--- config.mk ---
export PLATFORM = sky130hd
export DESIGN_NAME = uart_recv_os
export DESIGN_NICKNAME = d
export VERILOG_FILES = /design/src/rtl/uart_recv_os.sv
export SDC_FILE = /design/constraint.sdc
export NUM_CORES = 1
export LEC_CHECK = 0
export ABC_CLOCK_PERIOD_IN_PS = 5100
export BUFFER_PORTS_ARGS = -buffer_cell sky130_fd_sc_hd__buf_2
export CAP_MARGIN = 25
export CORE_ASPECT_RATIO = 0.5
export CORE_MARGIN = 2
export CORE_UTILIZATION = 59
export CTS_CLUSTER_DIAMETER = 100
export DETAILED_ROUTE_END_ITERATION = 8
export PLACE_DENSITY = 0.79
export SLEW_MARGIN = 20
export SYNTH_ARGS = -nofsm -noshare
export SYNTH_HDL_FRONTEND = slang
export SYNTH_SLANG_ARGS = --single-unit
--- constraint.sdc ---
create_clock -name clk -period 5.1 [get_ports clk]
set_input_delay 1.275 -clock clk [delete_from_list [all_inputs] [get_ports clk]]
set_output_delay 1.275 -clock clk [all_outputs]
set_load 0.02 [all_outputs]
--- src/rtl/uart_recv_os.sv ---
// Oversampled UART receiver: majority-voted bits, runtime length/parity/stop config, per-frame error flags.
// Latency: SYNC_STAGES clk plus frame time to recv; no backpressure, recv is a one-cycle strobe.
module uart_recv_os #(
  parameter int MAX_DATA_W  = 9,
  parameter int OVERSAMPLE  = 16,
  parameter int SYNC_STAGES = 2
) (
  input  logic                  clk,
  input  logic                  arst_n,
  input  logic                  active,
  input  logic                  rx,
  input  logic                  os_tick,
  input  logic [3:0]            data_bits,
  input  logic [1:0]            parity_type,
  input  logic                  stop_type,
  output logic [MAX_DATA_W-1:0] data,
  output logic                  recv,
  output logic                  parity_err,
  output logic                  frame_err,
  output logic                  break_det,
  output logic                  busy
);

  localparam int CW = $clog2(OVERSAMPLE) + 1;
  localparam logic [CW-1:0] T_ONE = CW'(1);
  localparam logic [CW-1:0] T_LO  = CW'(OVERSAMPLE / 2 - 1);
  localparam logic [CW-1:0] T_MID = CW'(OVERSAMPLE / 2);
  localparam logic [CW-1:0] T_HI  = CW'(OVERSAMPLE / 2 + 1);
  localparam logic [CW-1:0] T_END = CW'(OVERSAMPLE);
  localparam logic [3:0]    MAXW  = 4'(MAX_DATA_W);

  localparam logic [2:0] S_IDLE  = 3'd0;
  localparam logic [2:0] S_START = 3'd1;
  localparam logic [2:0] S_DATA  = 3'd2;
  localparam logic [2:0] S_PAR   = 3'd3;
  localparam logic [2:0] S_STOP  = 3'd4;
  localparam logic [2:0] S_WAIT  = 3'd5;

  logic [SYNC_STAGES-1:0] sync_q, sync_d;
  logic                   prev_q, prev_d;
  logic [2:0]             state_q, state_d;
  logic [CW-1:0]          cnt_q, cnt_d, cnt_n;
  logic [3:0]             idx_q, idx_d;
  logic [3:0]             n_q, n_d;
  logic [1:0]             par_q, par_d;
  logic                   stop2_q, stop2_d;
  logic                   stop_idx_q, stop_idx_d;
  logic [1:0]             v_q, v_d;
  logic                   bit_q, bit_d;
  logic [MAX_DATA_W-1:0]  sh_q, sh_d;
  logic                   perr_q, perr_d;
  logic                   ferr_q, ferr_d;
  logic                   zero_q, zero_d;
  logic [MAX_DATA_W-1:0]  data_q, data_d;
  logic                   recv_q, recv_d;
  logic                   perr_o_q, perr_o_d;
  logic                   ferr_o_q, ferr_o_d;
  logic                   brk_q, brk_d;

  logic rx_s, vote, tick_end, par_en;

  assign rx_s     = sync_q[SYNC_STAGES-1];
  assign cnt_n    = cnt_q + T_ONE;
  assign tick_end = (cnt_n == T_END);
  assign vote     = (v_q[1] & v_q[0]) | (v_q[1] & rx_s) | (v_q[0] & rx_s);
  assign par_en   = (par_q == 2'b01) || (par_q == 2'b10);
  assign sync_d   = {sync_q[SYNC_STAGES-2:0], rx};

  always_comb begin
    prev_d     = prev_q;
    state_d    = state_q;
    cnt_d      = cnt_q;
    idx_d      = idx_q;
    n_d        = n_q;
    par_d      = par_q;
    stop2_d    = stop2_q;
    stop_idx_d = stop_idx_q;
    v_d        = v_q;
    bit_d      = bit_q;
    sh_d       = sh_q;
    perr_d     = perr_q;
    ferr_d     = ferr_q;
    zero_d     = zero_q;
    data_d     = data_q;
    recv_d     = 1'b0;
    perr_o_d   = perr_o_q;
    ferr_o_d   = ferr_o_q;
    brk_d      = brk_q;
    if (os_tick) begin
      prev_d = rx_s;
      // The counter wraps at the end of each bit, so tick OVERSAMPLE doubles as tick 0 of the next bit.
      if (state_q != S_IDLE && state_q != S_WAIT) begin
        cnt_d = tick_end ? '0 : cnt_n;
        if (cnt_n == T_LO)  v_d[1] = rx_s;
        if (cnt_n == T_MID) v_d[0] = rx_s;
        if (cnt_n == T_HI)  bit_d  = vote;
      end
      case (state_q)
        S_IDLE: begin
          if (prev_q && !rx_s) begin
            state_d    = S_START;
            cnt_d      = '0;
            idx_d      = 4'd0;
            stop_idx_d = 1'b0;
            sh_d       = '0;
            perr_d     = 1'b0;
            ferr_d     = 1'b0;
            zero_d     = 1'b1;
            par_d      = parity_type;
            stop2_d    = stop_type;
            n_d        = (data_bits < 4'd5) ? 4'd5 : ((data_bits > MAXW) ? MAXW : data_bits);
          end
        end
        S_START: begin
          if (cnt_n == T_HI) state_d = vote ? S_IDLE : S_DATA;
        end
        S_DATA: begin
          // idx 0 marks the end of the start bit; data bit k lands at idx k+1.
          if (tick_end) begin
            if (idx_q != 4'd0) sh_d[idx_q - 4'd1] = bit_q;
            idx_d = idx_q + 4'd1;
            if (idx_q == n_q) state_d = par_en ? S_PAR : S_STOP;
          end
        end
        S_PAR: begin
          if (cnt_n == T_HI) begin
            perr_d = vote ^ (^sh_q) ^ (par_q == 2'b10);
            zero_d = zero_q & ~vote;
          end
          if (tick_end) state_d = S_STOP;
        end
        S_STOP: begin
          if (cnt_n == T_HI) begin
            if (stop_idx_q == stop2_q) begin
              recv_d   = 1'b1;
              data_d   = sh_q;
              perr_o_d = perr_q;
              ferr_o_d = ferr_q | ~vote;
              brk_d    = zero_q & ~vote & (sh_q == '0);
              state_d  = vote ? S_IDLE : S_WAIT;
            end else begin
              ferr_d = ferr_q | ~vote;
              zero_d = zero_q & ~vote;
            end
          end
          if (tick_end) stop_idx_d = 1'b1;
        end
        S_WAIT: begin
          if (rx_s) state_d = S_IDLE;
        end
        default: state_d = S_IDLE;
      endcase
    end
  end

  always_ff @(posedge clk) begin
    if (!arst_n || !active) begin
      sync_q     <= '1;
      prev_q     <= 1'b1;
      state_q    <= S_IDLE;
      cnt_q      <= '0;
      idx_q      <= 4'd0;
      n_q        <= 4'd0;
      par_q      <= 2'b00;
      stop2_q    <= 1'b0;
      stop_idx_q <= 1'b0;
      v_q        <= 2'b00;
      bit_q      <= 1'b0;
      sh_q       <= '0;
      perr_q     <= 1'b0;
      ferr_q     <= 1'b0;
      zero_q     <= 1'b0;
      recv_q     <= 1'b0;
      perr_o_q   <= 1'b0;
      ferr_o_q   <= 1'b0;
      brk_q      <= 1'b0;
    end else begin
      sync_q     <= sync_d;
      prev_q     <= prev_d;
      state_q    <= state_d;
      cnt_q      <= cnt_d;
      idx_q      <= idx_d;
      n_q        <= n_d;
      par_q      <= par_d;
      stop2_q    <= stop2_d;
      stop_idx_q <= stop_idx_d;
      v_q        <= v_d;
      bit_q      <= bit_d;
      sh_q       <= sh_d;
      perr_q     <= perr_d;
      ferr_q     <= ferr_d;
      zero_q     <= zero_d;
      recv_q     <= recv_d;
      perr_o_q   <= perr_o_d;
      ferr_o_q   <= ferr_o_d;
      brk_q      <= brk_d;
    end
  end

  // Disabling the receiver keeps the last frame's data visible.
  always_ff @(posedge clk) begin
    if (!arst_n)     data_q <= '0;
    else if (active) data_q <= data_d;
  end

  assign data       = data_q;
  assign recv       = recv_q;
  assign parity_err = perr_o_q;
  assign frame_err  = ferr_o_q;
  assign break_det  = brk_q;
  assign busy       = (state_q != S_IDLE);

endmodule

* Yosys cells after proc, flatten, opt, wreduce, memory -nomap -nowiden
Index checks and enable logic that the tools add are counted.
Word-level totals: input port bits 12, bits in registers 51, logic and storage cells 141, output and inout bits 14
Cells by class: equality and inequality tests 26, add/sub/neg operators 3, $lt $le $gt $ge 4, reductions and logical operators 31, bitwise gates (word level) 14, muxes and demuxes 42
Operators with widths (count):
- $mux 3 | 10
- $mux 9 | 3
- $ne 2x2->1 const B | 12
- $mux 5 | 4
- $pmux 3 s6 | 1
- $pmux 9 s2 | 1
- $mux 4 | 4
- $reduce_and 4->1 | 4
- $reduce_and 5->1 | 3
- $reduce_and 3->1 | 4
- $mux 1 | 11
- $eq 5x4->1 const B | 2
- $bwmux 9 | 1
- $logic_not 9->1 | 1
- $reduce_and 9->1 | 1
- $reduce_xor 9->1 | 1
- $pmux 4 s2 | 1
- $eq 3x2->1 const B | 2
- $eq 3x3->1 const B | 2
- $pmux 1 s2 | 3
- $reduce_and 6->1 | 1
- $reduce_bool 2->1 | 3
- $reduce_bool 3->1 | 2
- $add 5x1->5 const B | 1
- other kinds (27) | 42

* Depth between registers and ports, before layout
depth after elaboration 9, gate-level depth with buffers 7

* Worst setup path after synthesis
Ideal clock, no wire load.
path type input port to flip-flop, start point input os_tick, end point register idx_q[0], arrival time 2.711 ns, stages on the path 7, slack 2.261 ns, cells stage by stage buf_2 -> or3b_2 -> or3_1 -> clkbuf_1 -> o31a_1 -> nand3_1 -> o31ai_1
Between the ends: cells in the longest elaborated chain, start to end 1
Ends and longest elaborated chain:
- start, declared | line 12 | input logic os_tick,
- $reduce_and 4->1 (no source line)
- end signal, assigned | line 182 | idx_q <= idx_d;
- end, declared | line 43 | logic [3:0] idx_q, idx_d;
No other way between the ends. A chain may end at the register's enable or synchronous reset.

* Final worst setup path
start point register cnt_q[0], end point register data_q[6], in the netlist data[6]
Between the ends: cells in the longest elaborated chain, start to end 3
Ends and longest elaborated chain:
- start, declared | line 42 | logic [CW-1:0] cnt_q, cnt_d, cnt_n;
- start signal, assigned | line 181 | cnt_q <= cnt_d;
- $add 5x1->5 | line 63 | assign cnt_n = cnt_q + T_ONE;
- $eq 5x4->1 | line 133 | if (cnt_n == T_HI) begin
- $reduce_and 5->1 (no source line)
- end signal, assigned | line 203 | else if (active) data_q <= data_d;
- end, declared | line 54 | logic [MAX_DATA_W-1:0] data_q, data_d;
No other way between the ends.

==> impl_metrics.env <==
export IMPL_synth_area_leader_cell="dfxtp_1"
export IMPL_cts_tree="built"
export IMPL_diodes=0
export IMPL_crit_required_ns=5.31
export IMPL_critical_path_startpoint_type="flip-flop"
export IMPL_path_cells="ha_1 -> and3_1 -> nand3_1 -> a2111oi_4 -> mux2i_1 -> nor2b_1"
export IMPL_avgSynthCellArea_um2=8.50
export IMPL_relSlewSlack_pct=40.8
export IMPL_skew_ns=0.00944
export IMPL_hpwl_mm=4.58
export IMPL_drt_vias_per_instance=5.68
export IMPL_routed_wl_mm=6.23
export IMPL_clk_pin_slew_ns=0.10
export IMPL_die_h_um=53.4
export IMPL_synthCells=339
export IMPL_ys_flop_type="dfxtp_1"
export IMPL_reg2reg_to="data[6]"
export IMPL_htree_levels=2
export IMPL_cts_setup_buffers=0
export IMPL_status="finished, final reports clean"
export IMPL_syn_cell_area_um2=2880
export IMPL_postRouteAntennaNets=0
export IMPL_core_area_um2=4550
export IMPL_crit_arrival_ns=3.12
export IMPL_cts_root_buf="clkbuf_8"
export IMPL_finalCritPeriodShare_pct=57.1
export IMPL_clock_sinks=51
export IMPL_power_density_nw_per_um2=211
export IMPL_cp_depth=6
export IMPL_insertion_delay_ns=0.31
export IMPL_rsz0062_at_grt="false"
export IMPL_ctsResizeCount=0
export IMPL_drv_slew=0
export IMPL_fin_nets=384
export IMPL_io_buffers=25
export IMPL_hold_buffers=0
export IMPL_ys_warn_count=0
export IMPL_cts_made_buffers=5
export IMPL_clockBufferDepth=2
export IMPL_grt_max_degree=20
export IMPL_setup_worst_path_class="flip-flop to flip-flop"
export IMPL_drive_above_1_share_pct=11.7
export IMPL_start_util_pct=63.3
export IMPL_nFillCells=391
export IMPL_dp_cells=417
export IMPL_wl_per_cell_um=14.7
export IMPL_via_count=2416
export IMPL_synth_fp_nets=365
export IMPL_grt_antenna_before_repair=0
export IMPL_setup_viol=0
export IMPL_grt_usage_pct=24.7
export IMPL_path_delay_family="compound AO/OA/AOI/OAI gates"
export IMPL_hp_start="sync_q[0]"
export IMPL_ys_seq_area_share_pct=35.4
export IMPL_maxCapViolations=0
export IMPL_ys_async_sr_fraction_pct=0
export IMPL_grt_pass1_vias=2204
export IMPL_synth_top_area_share_pct=35.4
export IMPL_top_level_ports=26
export IMPL_worst_path_max_fanout=9
export IMPL_dr_pass1_iters=5
export IMPL_setup_tns_ns=0
export IMPL_synthToLayoutAreaGrowth_pct=7.95
export IMPL_ir_drop_mv=0.138
export IMPL_max_stage_delay_ns=0.95
export IMPL_synth_edf_count=0
export IMPL_dieWidth_um=103
export IMPL_layout_min_cycle_time_ns=2.91
export IMPL_drt_iter0_drc=103
export IMPL_r2r_setup_slack_ns=2.19
export IMPL_hold_class="flip-flop to flip-flop"
export IMPL_max_freq_mhz=344
export IMPL_r2r_start="cnt_q[0]"
export IMPL_layout_cells_non_filler=425
export IMPL_ff2ff_path_depth=6
export IMPL_cellLeakagePower_uw=0.00114
export IMPL_ys_ff_latch=51
export IMPL_die_area_um2=5490
export IMPL_worst_pin_slew_ns=0.889
export IMPL_ys_types=56
export IMPL_hold_viol=0
export IMPL_cp_slowest_cell="a2111oi_4"
export IMPL_row_count=17
export IMPL_place_gp_congestion=0.892
export IMPL_synth_area_top_cells="dfxtp_1 35%, mux2i_1 9.4%, nand2_1 6.9%"
export IMPL_endpoint_kind="flip-flop"
export IMPL_crit_start="cnt_q[0]"
export IMPL_grt_pass1_wl_mm=10.3
export IMPL_crit_buf_inv=0
export IMPL_drcViolationCount=0
export IMPL_grt_overflow_total=0
export IMPL_cp_endpoint="data[6]"
-- per-layer routing --
layer	vias up	share of wire (%)	global-route usage, %
met1	1134	48	33.3
met2	64	46	40.4
met3	8	5.2	5.15
met4	0	1.1	6.58
li1	1210	-	-
met5	-	0	0
-- Yosys cell counts (all sizes together), types with 2 or more instances --
master / count
a2111oi: 4
a211oi: 2
a21oi: 17
a41oi: 2
and2: 3
buf: 6
clkbuf: 7
dfxtp: 51
ha: 14
inv: 25
mux2i: 27
nand2: 53
nand2b: 3
nand3: 10
nand4: 2
nor2: 25
nor2b: 11
nor3: 8
nor3b: 3
nor4: 2
nor4b: 3
o211a: 2
o211ai: 2
o21ai: 12
or3: 7
xnor2: 10
xor2: 7
-- final cells by class --
class / count / area [um^2] / share of cell area [%]
clock inverter: 3 / 20.0 / 0.644
timing repair buffer: 25 / 125 / 4.02
tap: 66 / 82.6 / 2.65
inverter: 25 / 93.8 / 3.02
sequential: 51 / 1020 / 32.8
clock buffer: 5 / 68.8 / 2.21
multi-input combinational: 250 / 1700 / 54.6
-- how the worst min path moves through the flow --
stage,cells after the start,to,slack [ns]
final,1,sync_q[1],0.42
after global routing,1,sync_q[1],0.45
after CTS,1,sync_q[1],0.42
after detailed placement,1,sync_q[1],0.40
after global placement,1,sync_q[1],0.39
after floorplan,1,sync_q[1],0.39
-- flip-flops by register name, summed over array words and instances, names as in the netlist, 2 cells and up --
| signal | cells |
|---|---|
| n_q | 4 |
| v_q | 2 |
| sh_q | 9 |
| data | 9 |
| idx_q | 4 |
| sync_q | 2 |
| cnt_q | 5 |
| par_q | 2 |
| state_q | 3 |
-- through the flow --
step	util [%]	hold WS [ns]	total power, uW	setup WS, ns	cell area [um^2]
final	68.3	0.415	657	2.19	3110
after global routing	68.3	0.448	682	1.96	3110
after CTS	68.3	0.419	661	2.20	3110
after detailed placement	66.4	0.396	431	1.89	3020
after global placement	66.4	0.389	430	2.00	3020
after floorplan	-	0.386	423	2.26	2880
-- cell usage in the layout, fill, tap and decap left out, types with 2 or more instances in the layout --
cell type    n
a2111oi_4    2
a211oi_1     2
a21oi_1     17
and2_1       3
buf_2       25
clkbuf_8     5
clkinvlp_4   2
dfxtp_1     51
ha_1        14
inv_1       25
mux2i_1     27
nand2_1     53
nand2b_1     3
nand3_1     10
nand4_1      2
nor2_1      25
nor2b_1     11
nor3_1       7
nor3b_1      3
nor4_1       2
nor4b_1      3
o211a_1      2
o211ai_1     2
o21ai_0     11
or3_1        6
xnor2_1     10
xor2_1       7
-- cell families (layout without fill, tap and decap cells) --
logic type,after synthesis,after routing,synth area share [%]
and+or+nand+nor,136,136,23.2
AOI/OAI and AO/OA,55,55,14.8
DFF,51,51,35.4
buffers and inverters,38,58,5.60
muxes,27,27,9.38
xor gates and xnor gates,17,17,5.17
adders and majority gates,15,15,6.43
-- where the power goes --
part           switching [uW]  internal, uW  leakage (uW)
combinational            14.7          7.88      0.000691
clock                     140          95.8     0.0000402
sequential              0.670           399      0.000411
Note: power is estimated with default switching activity, not from simulation.
